### config.mk
export PLATFORM = sky130hd
export DESIGN_NAME = streaming_dwc_down
export DESIGN_NICKNAME = d
export VERILOG_FILES = /design/src/rtl/stream_dwc_pkg.sv /design/src/rtl/streaming_dwc_down.sv
export SDC_FILE = /design/constraint.sdc
export NUM_CORES = 1
export LEC_CHECK = 0
export CAP_MARGIN = 20
export CORE_MARGIN = 3
export CORE_UTILIZATION = 30
export CTS_CLUSTER_DIAMETER = 150
export DETAILED_ROUTE_END_ITERATION = 16
export PLACE_DENSITY = 0.63
export SKIP_LAST_GASP = 1
export SYNTH_ARGS = -nofsm -noshare
export SYNTH_HDL_FRONTEND = slang
export SYNTH_SLANG_ARGS = --single-unit
### constraint.sdc
create_clock -name ap_clk -period 8.8 [get_ports ap_clk]
set_input_delay 1.76 -clock ap_clk [delete_from_list [all_inputs] [get_ports ap_clk]]
set_output_delay 1.76 -clock ap_clk [all_outputs]
set_load 0.03 [all_outputs]
### src/rtl/stream_dwc_pkg.sv
// Shared defaults and sizing helpers for the streaming width converters.
// The down-converter uses it now; the matching up-converter will reuse it.
package stream_dwc_pkg;

  localparam int unsigned DWC_IW = 256;
  localparam int unsigned DWC_OW = 32;

  function automatic int unsigned dwc_ratio(input int unsigned wide_w, input int unsigned narrow_w);
    return wide_w / narrow_w;
  endfunction

  // Ceiling log2; returns 0 for v <= 1.
  function automatic int unsigned dwc_clog2(input int unsigned v);
    int unsigned r;
    r = 0;
    for (int unsigned p = 1; p < v; p = p * 2) r++;
    return r;
  endfunction

endpackage

### src/rtl/streaming_dwc_down.sv
// Serialises one IW-bit word into IW/OW narrow beats, least significant first.
// A new wide word is accepted in the same cycle the last beat leaves.
module streaming_dwc_down
  import stream_dwc_pkg::*;
#(
  parameter int unsigned IW = DWC_IW,
  parameter int unsigned OW = DWC_OW
) (
  input  logic                      ap_clk,
  input  logic                      ap_rst_n,
  input  logic [IW-1:0]             in0_V_V_TDATA,
  input  logic                      in0_V_V_TVALID,
  output logic                      in0_V_V_TREADY,
  output logic [OW-1:0]             out_V_V_TDATA,
  output logic                      out_V_V_TVALID,
  input  logic                      out_V_V_TREADY,
  output logic [dwc_clog2(IW/OW):0] count
);

  localparam int unsigned R     = dwc_ratio(IW, OW);
  localparam int unsigned IDX_W = dwc_clog2(R);
  localparam int unsigned CNT_W = dwc_clog2(R) + 1;
  localparam logic [IDX_W-1:0] LAST_IDX = IDX_W'(R - 1);

  logic [IW-1:0]    data_q, data_d;
  logic             full_q, full_d;
  logic [IDX_W-1:0] idx_q,  idx_d;
  logic             in_hs, out_hs, last_beat;
  logic [OW-1:0]    sub_w [R];

  for (genvar gi = 0; gi < R; gi++) begin : g_sub
    assign sub_w[gi] = data_q[gi*OW +: OW];
  end

  assign last_beat      = (idx_q == LAST_IDX);
  assign out_V_V_TDATA  = sub_w[idx_q];
  assign out_V_V_TVALID = full_q;
  // Reset gates ready so nothing is accepted while the block is held in reset.
  assign in0_V_V_TREADY = ap_rst_n & (~full_q | (out_V_V_TREADY & last_beat));
  assign count          = full_q ? (CNT_W'(R) - CNT_W'(idx_q)) : '0;

  assign out_hs = full_q & out_V_V_TREADY;
  assign in_hs  = in0_V_V_TVALID & in0_V_V_TREADY;

  always_comb begin
    data_d = data_q;
    full_d = full_q;
    idx_d  = idx_q;
    if (out_hs) begin
      if (last_beat) begin
        idx_d  = '0;
        full_d = 1'b0;
      end else begin
        idx_d = idx_q + IDX_W'(1);
      end
    end
    // A load overrides the drain of the last beat, giving back-to-back words.
    if (in_hs) begin
      data_d = in0_V_V_TDATA;
      full_d = 1'b1;
      idx_d  = '0;
    end
  end

  always_ff @(posedge ap_clk or negedge ap_rst_n) begin
    if (!ap_rst_n) begin
      full_q <= 1'b0;
      idx_q  <= '0;
    end else begin
      full_q <= full_d;
      idx_q  <= idx_d;
    end
  end

  // Payload needs no reset: it is only observed while full_q is set.
  always_ff @(posedge ap_clk) begin
    data_q <= data_d;
  end

endmodule
==> flow_summary_export.csv, run 1 <==
group,metric,value,unit
outcome,outcome,"finished clean",
critical_path,critPathLaunch,"idx_q[0]",
power,switching_power,0.00122,W
placement,place_congestion,0.748,
critical_path,r2r-start,"idx_q[0]",
cells_and_area,diodes,0,
critical_path,critical_path_class,"reg2out",
placement,hpwl,15400,um
synth,ys_types,21,
critical_path,slowest_stage,"dfrtp_4",
power,ir_worst_vdd,0.150,mV
placement,dp_slack,3.85,ns
die,io_pins,298,
power,p_int,0.00278,W
critical_path,cp_common_cell,"ha_1",
cells_and_area,syn_to_final_growth,43.3,%
cts,cts_max_path_buffers,3,
detailed_routing,vias_per_cell,4.44,
critical_path,arrival,3.64,ns
critical_path,cp_top_family,"buffers and inverters",
critical_path,regToRegEndpoint,"data_q[92]",
synth,syn_inst,466,
synth,yosysSeqAreaShare,78.7,%
detailed_routing,wire_per_inst,19.3,um
power,p_comb_share,31.8,%
power,power_frac_seq,40.5,%
critical_path,worst-path-buf-inv,2,
power,leakagePower,4.71,nW
critical_path,slowest_delay,0.94,ns
timing,final-setup-viol-count,0,
power,finalPower,0.00400,W
timing,relSlewSlack,28.1,%
synth,synth_area,9890,um2
synth,ys_warn_count,0,
critical_path,r2r_setup_slack,4.20,ns
placement,dp.cells,1181,
cts,cts_buffers,28,
cells_and_area,instances_no_fill,1229,
placement,io_buffers,297,
detailed_routing,drt_iter0_drc,308,
die,start_util,30.9,%
detailed_routing,drtAntennaViolNets,0,
power,p_clk_share,27.7,%
global_route,antenna_found_initial,1,
timing,skew,0.00467,ns
die,rows,65,
cts,htree_levels,1,
flow_run,maxCapViolations,0,
critical_path,cp-endpoint,"in0_V_V_TREADY",
cts,cts_tree,"yes",
die,core_area,32000,um2
timing,final_hold_viol_count,0,
critical_path,crit_chain,"buf_4 > ha_1 > ha_1 > a21bo_2 > and2_1 > clkdlybuf4s50_1",
timing,slew_viol_final,0,
cts,cts_setup_buffers,0,
global_route,grt_pass1_vias,5964,
cts,cts_sinks,260,
critical_path,worst-path-stages,6,
cells_and_area,fill_cells,2841,
global_route,grt_util_all_layers,13.1,%
detailed_routing,drc,0,
synth,syn_nets,729,
die,die_area,35200,um2
cts,hold_buffers,0,
die,dieHeight,188,um
cells_and_area,finalNetCount,1039,
timing,rsz0062_at_grt,"no",
synth,syn_avg_cell_area,21.2,um2
critical_path,required,7.04,ns
power,power.density,282,nW/um2
timing,worst_slew_pin_slew,1.08,ns
cells_and_area,drive_gt1_share,14.0,%
cells_and_area,final_core_util,44.2,%
cts,ctsRootBufferMaster,"clkbuf_16",
timing,setup_ws,3.40,ns
cts,clk_latency,0.53,ns
global_route,grt_max_degree,142,
timing,finalWorstPathRequiredPeriod,5.40,ns
detailed_routing,first_pass_iters,4,
detailed_routing,num_vias,5454,
timing,fin_tns_setup,0,ns
global_route,grt_pass1_wl,35600,um
critical_path,crit_fanout,36,
hold_path,holdCritPathClass,"reg2reg",
global_route,grt_overflow,0,
die,die_w,188,um
critical_path,rr_worst_depth,7,
power,swShare,30.6,%
detailed_routing,finalWirelength,23700,um
timing,fmax,185,MHz
timing,finalCritPeriodShare,61.4,%
critical_path,critPathCaptureType,"primary output",
critical_path,critPathLaunchType,"flop",
cts,clk_pin_slew,0.06,ns
cts,cts_resized,0,
synth,ys_ff_latch,260,
hold_path,hold_depth,2,
layout make-up:
cell class | instances | area [um2] | share of cell area, %
sequential | 260 | 7800 | 55.0
timing repair buffer | 302 | 3010 | 21.2
multi-input combinational | 180 | 1940 | 13.7
clock buffer | 36 | 752 | 5.31
tap | 435 | 544 | 3.84
clock inverter | 12 | 104 | 0.733
inverter | 4 | 22.5 | 0.159
per-stage QoR:
step,hold WS (ns),cell area [um2]
after detailed placement,0.697,13300
after floorplan,0.686,9890
final,0.695,14200
after global routing,0.735,14200
after CTS,0.715,14200
after global placement,0.698,13300
tightest hold or removal path: stages, from the launching register on:
cell	delay [ns]
dfrtp_1	0.47
nand3_1	0.13
a21oi_1	0.06
flip-flops by register name, indices dropped and copies added, names as in the netlist:
register / flops
data_q: 256
idx_q: 3
out_V_V_TVALID: 1
cells by family (layout without fill, tap and decap cells):
group	Yosys count	after routing	share of synthesized area, %
buffers and inverters	26	354	1.63
DFF	260	260	78.7
and+or+nand+nor	108	108	4.29
AOI/OAI and AO/OA	4	4	0.329
muxes	64	64	14.6
adders and majority gates	3	3	0.379
xor gates and xnor gates	1	1	0.0885
how the worst min path moves through the flow:
stage,startpoint,endpoint,slack (ns)
2_1_floorplan,idx_q[2],idx_q[1],0.69
3_3_place_gp,out_V_V_TVALID,idx_q[2],0.70
3_5_place_dp,out_V_V_TVALID,idx_q[2],0.70
4_1_cts,out_V_V_TVALID,idx_q[2],0.72
5_1_grt,out_V_V_TVALID,idx_q[2],0.74
6_report,out_V_V_TVALID,idx_q[2],0.69
cell usage in the layout (no fill, tap or decap):
master           instances
a21bo_2                  1
a21oi_1                  1
a31o_2                   1
and2_1                   4
buf_4                    5
bufinv_16                2
clkbuf_1                 7
clkbuf_16               29
clkdlybuf4s50_1        297
clkinv_1                 6
clkinv_2                 5
dfrtp_1                  1
dfrtp_2                  1
dfrtp_4                  2
edfxtp_1               256
ha_1                     3
inv_1                    2
inv_8                    1
mux4_2                  64
nand2_1                100
nand3_1                  2
nor3_1                   1
nor4b_1                  1
o32ai_1                  1
xnor2_1                  1
synthesized netlist by cell type (all sizes together):
cell type / number / area share [%]
edfxtp: 256 / 78
ha: 3 / 0.38
clkbuf: 5 / 0.19
dfrtp: 4 / 1.0
buf: 17 / 1.3
xnor2: 1 / 0.089
a21oi: 1 / 0.051
a21bo: 1 / 0.10
and2: 4 / 0.25
inv: 4 / 0.15
nor3: 1 / 0.051
a31o: 1 / 0.089
nor4b: 1 / 0.089
nand2: 100 / 3.8
mux4: 64 / 15
o32ai: 1 / 0.089
nand3: 2 / 0.10
power by group through the flow:
stage / sequential (W) / combinational, W / clock [W]
2_1_floorplan: 0.00157 / 0.000882 / 0
3_3_place_gp: 0.00165 / 0.00129 / 0
3_5_place_dp: 0.00166 / 0.00129 / 0
4_1_cts: 0.00164 / 0.00130 / 0.00115
5_1_grt: 0.00165 / 0.00136 / 0.00119
6_report: 0.00162 / 0.00127 / 0.00111
routing by layer:
layer  track usage, %  share of wire, %
met5                0             0.030
met2             21.1                47
met1             17.3                43
met3             3.98               7.4
met4             3.64               2.9
Note: power is estimated with default switching activity, not from simulation.
==> run 2, diff against run 1 <==
- clock period: 8.8 -> 5.25 ns (I/O delays scaled with it)
==> run 2 against run 1 <==
Count of clock-buffer cells in the layout is 2 lower. Highest routed layer unchanged. Via count is 0.72% higher. Critical path type unchanged. Cell area is 0.56% higher.
==> flow_summary_export.csv, run 2 (synthesized netlist as in run 1, its figures left out) <==
group,metric,value,unit
timing,setup_ws,0.945,ns
detailed_routing,vias_per_cell,4.43,
critical_path,critPathLaunchType,"flop",
detailed_routing,num_vias,5493,
cts,clk_latency,0.55,ns
detailed_routing,drc,0,
cells_and_area,fill_cells,2839,
power,swShare,31.1,%
cts,ctsRootBufferMaster,"clkbuf_16",
outcome,outcome,"finished clean",
placement,hpwl,15600,um
detailed_routing,finalWirelength,23400,um
power,power_frac_seq,40.3,%
placement,io_buffers,297,
timing,worst_slew_pin_slew,0.908,ns
detailed_routing,first_pass_iters,4,
global_route,antenna_found_initial,1,
power,switching_power,0.00209,W
cts,htree_levels,1,
die,core_area,32000,um2
cts,cts_buffers,29,
cells_and_area,largest_reg_flops,256,
timing,skew,0.0173,ns
timing,finalCritPeriodShare,82.0,%
cells_and_area,drive_gt1_share,15.3,%
die,start_util,30.9,%
timing,final-setup-viol-count,0,
global_route,grt_pass1_wl,35000,um
cts,clk_pin_slew,0.06,ns
critical_path,critPathCaptureType,"primary output",
cts,hold_buffers,0,
cts,cts_sinks,260,
global_route,grt_util_all_layers,12.9,%
power,p_clk_share,27.6,%
timing,holdWs,0.717,ns
die,io_pins,298,
power,power.density,471,nW/um2
global_route,grt_max_degree,87,
detailed_routing,wire_per_inst,18.9,um
detailed_routing,drtAntennaViolNets,0,
cells_and_area,regMostFlops,"data_q",
die,die_w,188,um
timing,slew_viol_final,0,
cells_and_area,final_cell_mix,"297 x clkdlybuf4s50_1, 256 x edfxtp_1, 100 x nand2_1, 64 x mux4_2, 29 x clkbuf_16",
cts,cts_setup_buffers,0,
critical_path,critical_path_class,"reg2out",
timing,rsz0062_at_grt,"no",
critical_path,required,4.20,ns
global_route,grt_pass1_vias,5922,
die,dieHeight,188,um
timing,fin_tns_setup,0,ns
placement,dp.cells,1185,
die,rows,65,
power,p_int,0.00463,W
cts,cts_resized,0,
timing,relSlewSlack,39.3,%
placement,place_congestion,0.775,
cells_and_area,syn_to_final_growth,44.1,%
cells_and_area,finalNetCount,1044,
detailed_routing,drt_iter0_drc,262,
cells_and_area,fin_area,14300,um2
die,die_area,35200,um2
power,leakagePower,4.73,nW
cells_and_area,final_common_cell,"clkdlybuf4s50_1",
critical_path,crit_fanout,44,
timing,finalWorstPathRequiredPeriod,4.31,ns
cells_and_area,instances_no_fill,1240,
power,p_comb_share,32.2,%
cts,cts_tree,"yes",
critical_path,arrival,3.26,ns
power,ir_worst_vdd,0.281,mV
placement,dp_slack,1.38,ns
cts,cts_max_path_buffers,3,
timing,final_hold_viol_count,0,
flow_run,maxCapViolations,0,
global_route,grt_overflow,0,
timing,fmax,232,MHz
hold_path,holdCritPathClass,"reg2reg",
placement,place_area,13400,um2
-- run 2: cell types whose count changed in the layout (fill, tap and decap cells not counted), sizes merged --
cell      delta
buf          +4
bufinv       -1
clkbuf       -2
clkinv       +3
clkinvlp     +5
diode        +1
inv          +1
-- run 2: final timing paths --
check / startpoint / end / slack (ns) / depth (start not counted)
worst max-delay path: idx_q[0] / out_V_V_TDATA[15] / 0.94 / 5
worst min-delay path: out_V_V_TVALID / idx_q[2] / 0.72 / 2
worst max register to register: idx_q[0] / data_q[5] / 1.55 / 7
worst min register to register: out_V_V_TVALID / idx_q[2] / 0.72 / 2
max in group asynchronous: ap_rst_n / idx_q[2] / 4.21 / 1
min in group asynchronous: ap_rst_n / out_V_V_TVALID / 0.77 / 1
-- run 2: layout make-up --
type | instances | area [um2] | share of cell area, %
flip-flops and latches | 260 | 7800 | 54.7
repair buffers | 306 | 3050 | 21.4
multi-input cells | 180 | 1960 | 13.8
clock buffers | 34 | 744 | 5.22
well taps | 435 | 544 | 3.82
clock inverters | 20 | 130 | 0.913
inverters | 4 | 18.8 | 0.132
diodes | 1 | 2.50 | 0.0176
-- run 2: power groups by stage --
stage	Combinational [W]	Sequential, W	Clock [W]
CTS	0.00221	0.00272	0.00192
floorplan	0.00149	0.00262	0
detailed placement	0.00220	0.00276	0
global placement	0.00220	0.00276	0
global route	0.00231	0.00275	0.00200
finish	0.00216	0.00270	0.00185
-- run 2: routing by layer --
metal  up-vias  GRT usage (%)  part of all wire [%]  routed length (um)
met5         -              0                 0.056                  13
met4         2           3.92                   3.2                 741
met3        49           4.23                   8.4                1960
met2       246           21.0                    47               11000
met1      2697           16.4                    41                9690
li1       2499              -                     -                   -
-- run 2: metrics by stage --
stage | power [W] | util, %
floorplan | 0.00411 | -
global placement | 0.00495 | 41.7
detailed placement | 0.00497 | 41.7
CTS | 0.00686 | 44.5
global route | 0.00706 | 44.5
finish | 0.00672 | 44.5
-- run 2: worst max-delay path, cell delays in order, from the launching register on --
cell,delay [ns]
dfrtp_4,1.02
buf_4,0.40
mux4_2,0.53
nand2_1,0.08
nand2_1,0.07
clkdlybuf4s50_1,0.59
==> run 3, diff against run 2 <==
- clock period: 5.25 -> 4.2 ns (I/O delays scaled with it)
==> run 3 against run 2 <==
Total power grew 29%. Combinational power grew 26%. Via count shrank 1.1%. Final cell count decreased by 0.48%. Utilization grew 0.31 points. Critical path type unchanged. Clock skew down 0.0058 ns. Cell area up 0.70%. Largest cell class unchanged. Count of clock-buffer cells in the layout is 1 lower. Sequential share of layout area down 0.38 points.
==> flow_summary_export.csv, run 3 (synthesized netlist as in run 1, its figures left out) <==
group,metric,value,unit
global_route,antenna_found_initial,0,
cells_and_area,syn_to_final_growth,45.1,%
timing,final-setup-viol-count,0,
critical_path,slowest_delay,0.96,ns
flow_run,maxCapViolations,0,
cts,ctsRootBufferMaster,"clkbuf_16",
power,swShare,30.0,%
critical_path,crit_chain,"buf_12 > mux4_2 > nand2_1 > nand2_1 > clkdlybuf4s50_1",
timing,worst_slew_pin_slew,0.873,ns
cts,cts_max_path_buffers,3,
detailed_routing,drc,0,
critical_path,required,3.36,ns
cells_and_area,final_cell_mix,"297 x clkdlybuf4s50_1, 256 x edfxtp_1, 100 x nand2_1, 64 x mux4_2, 29 x clkbuf_16",
cts,htree_levels,1,
cells_and_area,fill_cells,2782,
cts,clk_pin_slew,0.06,ns
placement,place_area,13400,um2
cells_and_area,final_core_util,44.8,%
detailed_routing,drtAntennaViolNets,0,
die,core_area,32000,um2
detailed_routing,wire_per_inst,19.0,um
critical_path,crit_fanout,42,
cells_and_area,largest_reg_flops,256,
cells_and_area,final_common_cell,"clkdlybuf4s50_1",
critical_path,critical_path_class,"reg2out",
hold_path,holdCritPathClass,"in2async",
power,p_clk_share,28.9,%
critical_path,critPathCaptureType,"primary output",
global_route,grt_overflow,0,
power,power.density,602,nW/um2
timing,holdWs,0.569,ns
detailed_routing,num_vias,5430,
die,rows,65,
timing,rsz0062_at_grt,"no",
power,switching_power,0.00259,W
placement,hpwl,16000,um
cts,hold_buffers,0,
global_route,grt_pass1_vias,5818,
power,p_comb_share,31.6,%
global_route,grt_max_degree,140,
power,leakagePower,4.77,nW
critical_path,cp_common_cell,"nand2_1",
critical_path,arrival,3.08,ns
timing,final_hold_viol_count,0,
die,start_util,30.9,%
global_route,grt_pass1_wl,35000,um
cts,cts_tree,"yes",
placement,io_buffers,297,
detailed_routing,drt_iter0_drc,307,
timing,fmax,255,MHz
cts,cts_resized,0,
cells_and_area,finalNetCount,1044,
placement,place_congestion,0.721,
die,dieHeight,188,um
critical_path,critPathLaunchType,"flop",
cts,cts_sinks,260,
timing,relSlewSlack,41.8,%
cts,clk_latency,0.53,ns
die,die_area,35200,um2
timing,skew,0.0114,ns
outcome,outcome,"finished clean",
power,power_frac_seq,39.5,%
detailed_routing,vias_per_cell,4.40,
global_route,grt_util_all_layers,12.9,%
cells_and_area,regMostFlops,"data_q",
power,p_int,0.00605,W
die,die_w,188,um
cts,cts_buffers,29,
cells_and_area,fin_area,14400,um2
detailed_routing,first_pass_iters,6,
timing,finalCritPeriodShare,93.4,%
power,ir_worst_vdd,0.329,mV
detailed_routing,finalWirelength,23400,um
cells_and_area,diodes,0,
cells_and_area,drive_gt1_share,14.9,%
cts,cts_setup_buffers,0,
timing,finalWorstPathRequiredPeriod,3.92,ns
critical_path,slowest_stage,"dfrtp_4",
die,io_pins,298,
timing,slew_viol_final,0,
run 3: changes by cell type in the layout (fill, tap and decap cells not counted), sizes merged:
| cell | previous run | this run |
|---|---|---|
| bufinv | 1 | 5 |
| clkinv | 14 | 10 |
| clkinvlp | 5 | 2 |
| clkbuf | 34 | 33 |
| diode | 1 | 0 |
| inv | 4 | 3 |
run 3: area by class of cell:
type / count / area [um2] / area share (%)
clock buffer: 33 / 741 / 5.16
clock inverter: 16 / 199 / 1.39
inverter: 4 / 18.8 / 0.131
multi-input combinational: 180 / 1960 / 13.7
sequential: 260 / 7800 / 54.3
tap: 435 / 544 / 3.79
timing repair buffer: 306 / 3090 / 21.5
run 3: path summary, 6_finish.rpt:
path | startpoint | to | slack (ns) | depth (start not counted)
max in group asynchronous | ap_rst_n | idx_q[2] | 3.36 | 1
min in group ap_clk | out_V_V_TVALID | idx_q[2] | 0.69 | 2
hold reg to reg | out_V_V_TVALID | idx_q[2] | 0.69 | 2
hold / removal | ap_rst_n | idx_q[1] | 0.57 | 1
setup reg to reg | idx_q[0] | data_q[232] | 1.33 | 6
setup / recovery | idx_q[0] | out_V_V_TDATA[14] | 0.28 | 5
run 3: worst max-delay path, delay by kind of cell (launching register included):
family                 cells  cell delay (ns)
AND/OR/NAND/NOR            2             0.15
flip-flops                 1             0.96
buffers and inverters      2             0.85
multiplexers               1             0.50
run 3: routing by layer:
layer	GRT usage [%]	wire (um)	share of wire, %
met5	0	0	0
met4	3.00	519	2.2
met3	4.51	2060	8.8
met2	21.3	11400	49
met1	16.4	9460	40
run 3: stage by stage:
| stage | instances | total power (W) | TNS [ns] | worst slack [ns] |
|---|---|---|---|---|
| after detailed placement | 1185 | 0.00627 | 0 | 0.716 |
| final | 1234 | 0.00864 | 0 | 0.279 |
| after floorplan | 466 | 0.00513 | -295.96 | -1.15 |
| after global routing | 1234 | 0.00908 | 0 | 0.0444 |
| after global placement | 1185 | 0.00626 | 0 | 0.725 |
| after CTS | 1234 | 0.00882 | 0 | 0.115 |
run 3: power by group through the flow:
stage	registers, W	clock network [W]	logic, W
after floorplan	0.00328	0	0.00186
after global placement	0.00349	0	0.00277
after detailed placement	0.00349	0	0.00278
after CTS	0.00344	0.00259	0.00279
after global routing	0.00346	0.00270	0.00292
final	0.00341	0.00250	0.00273
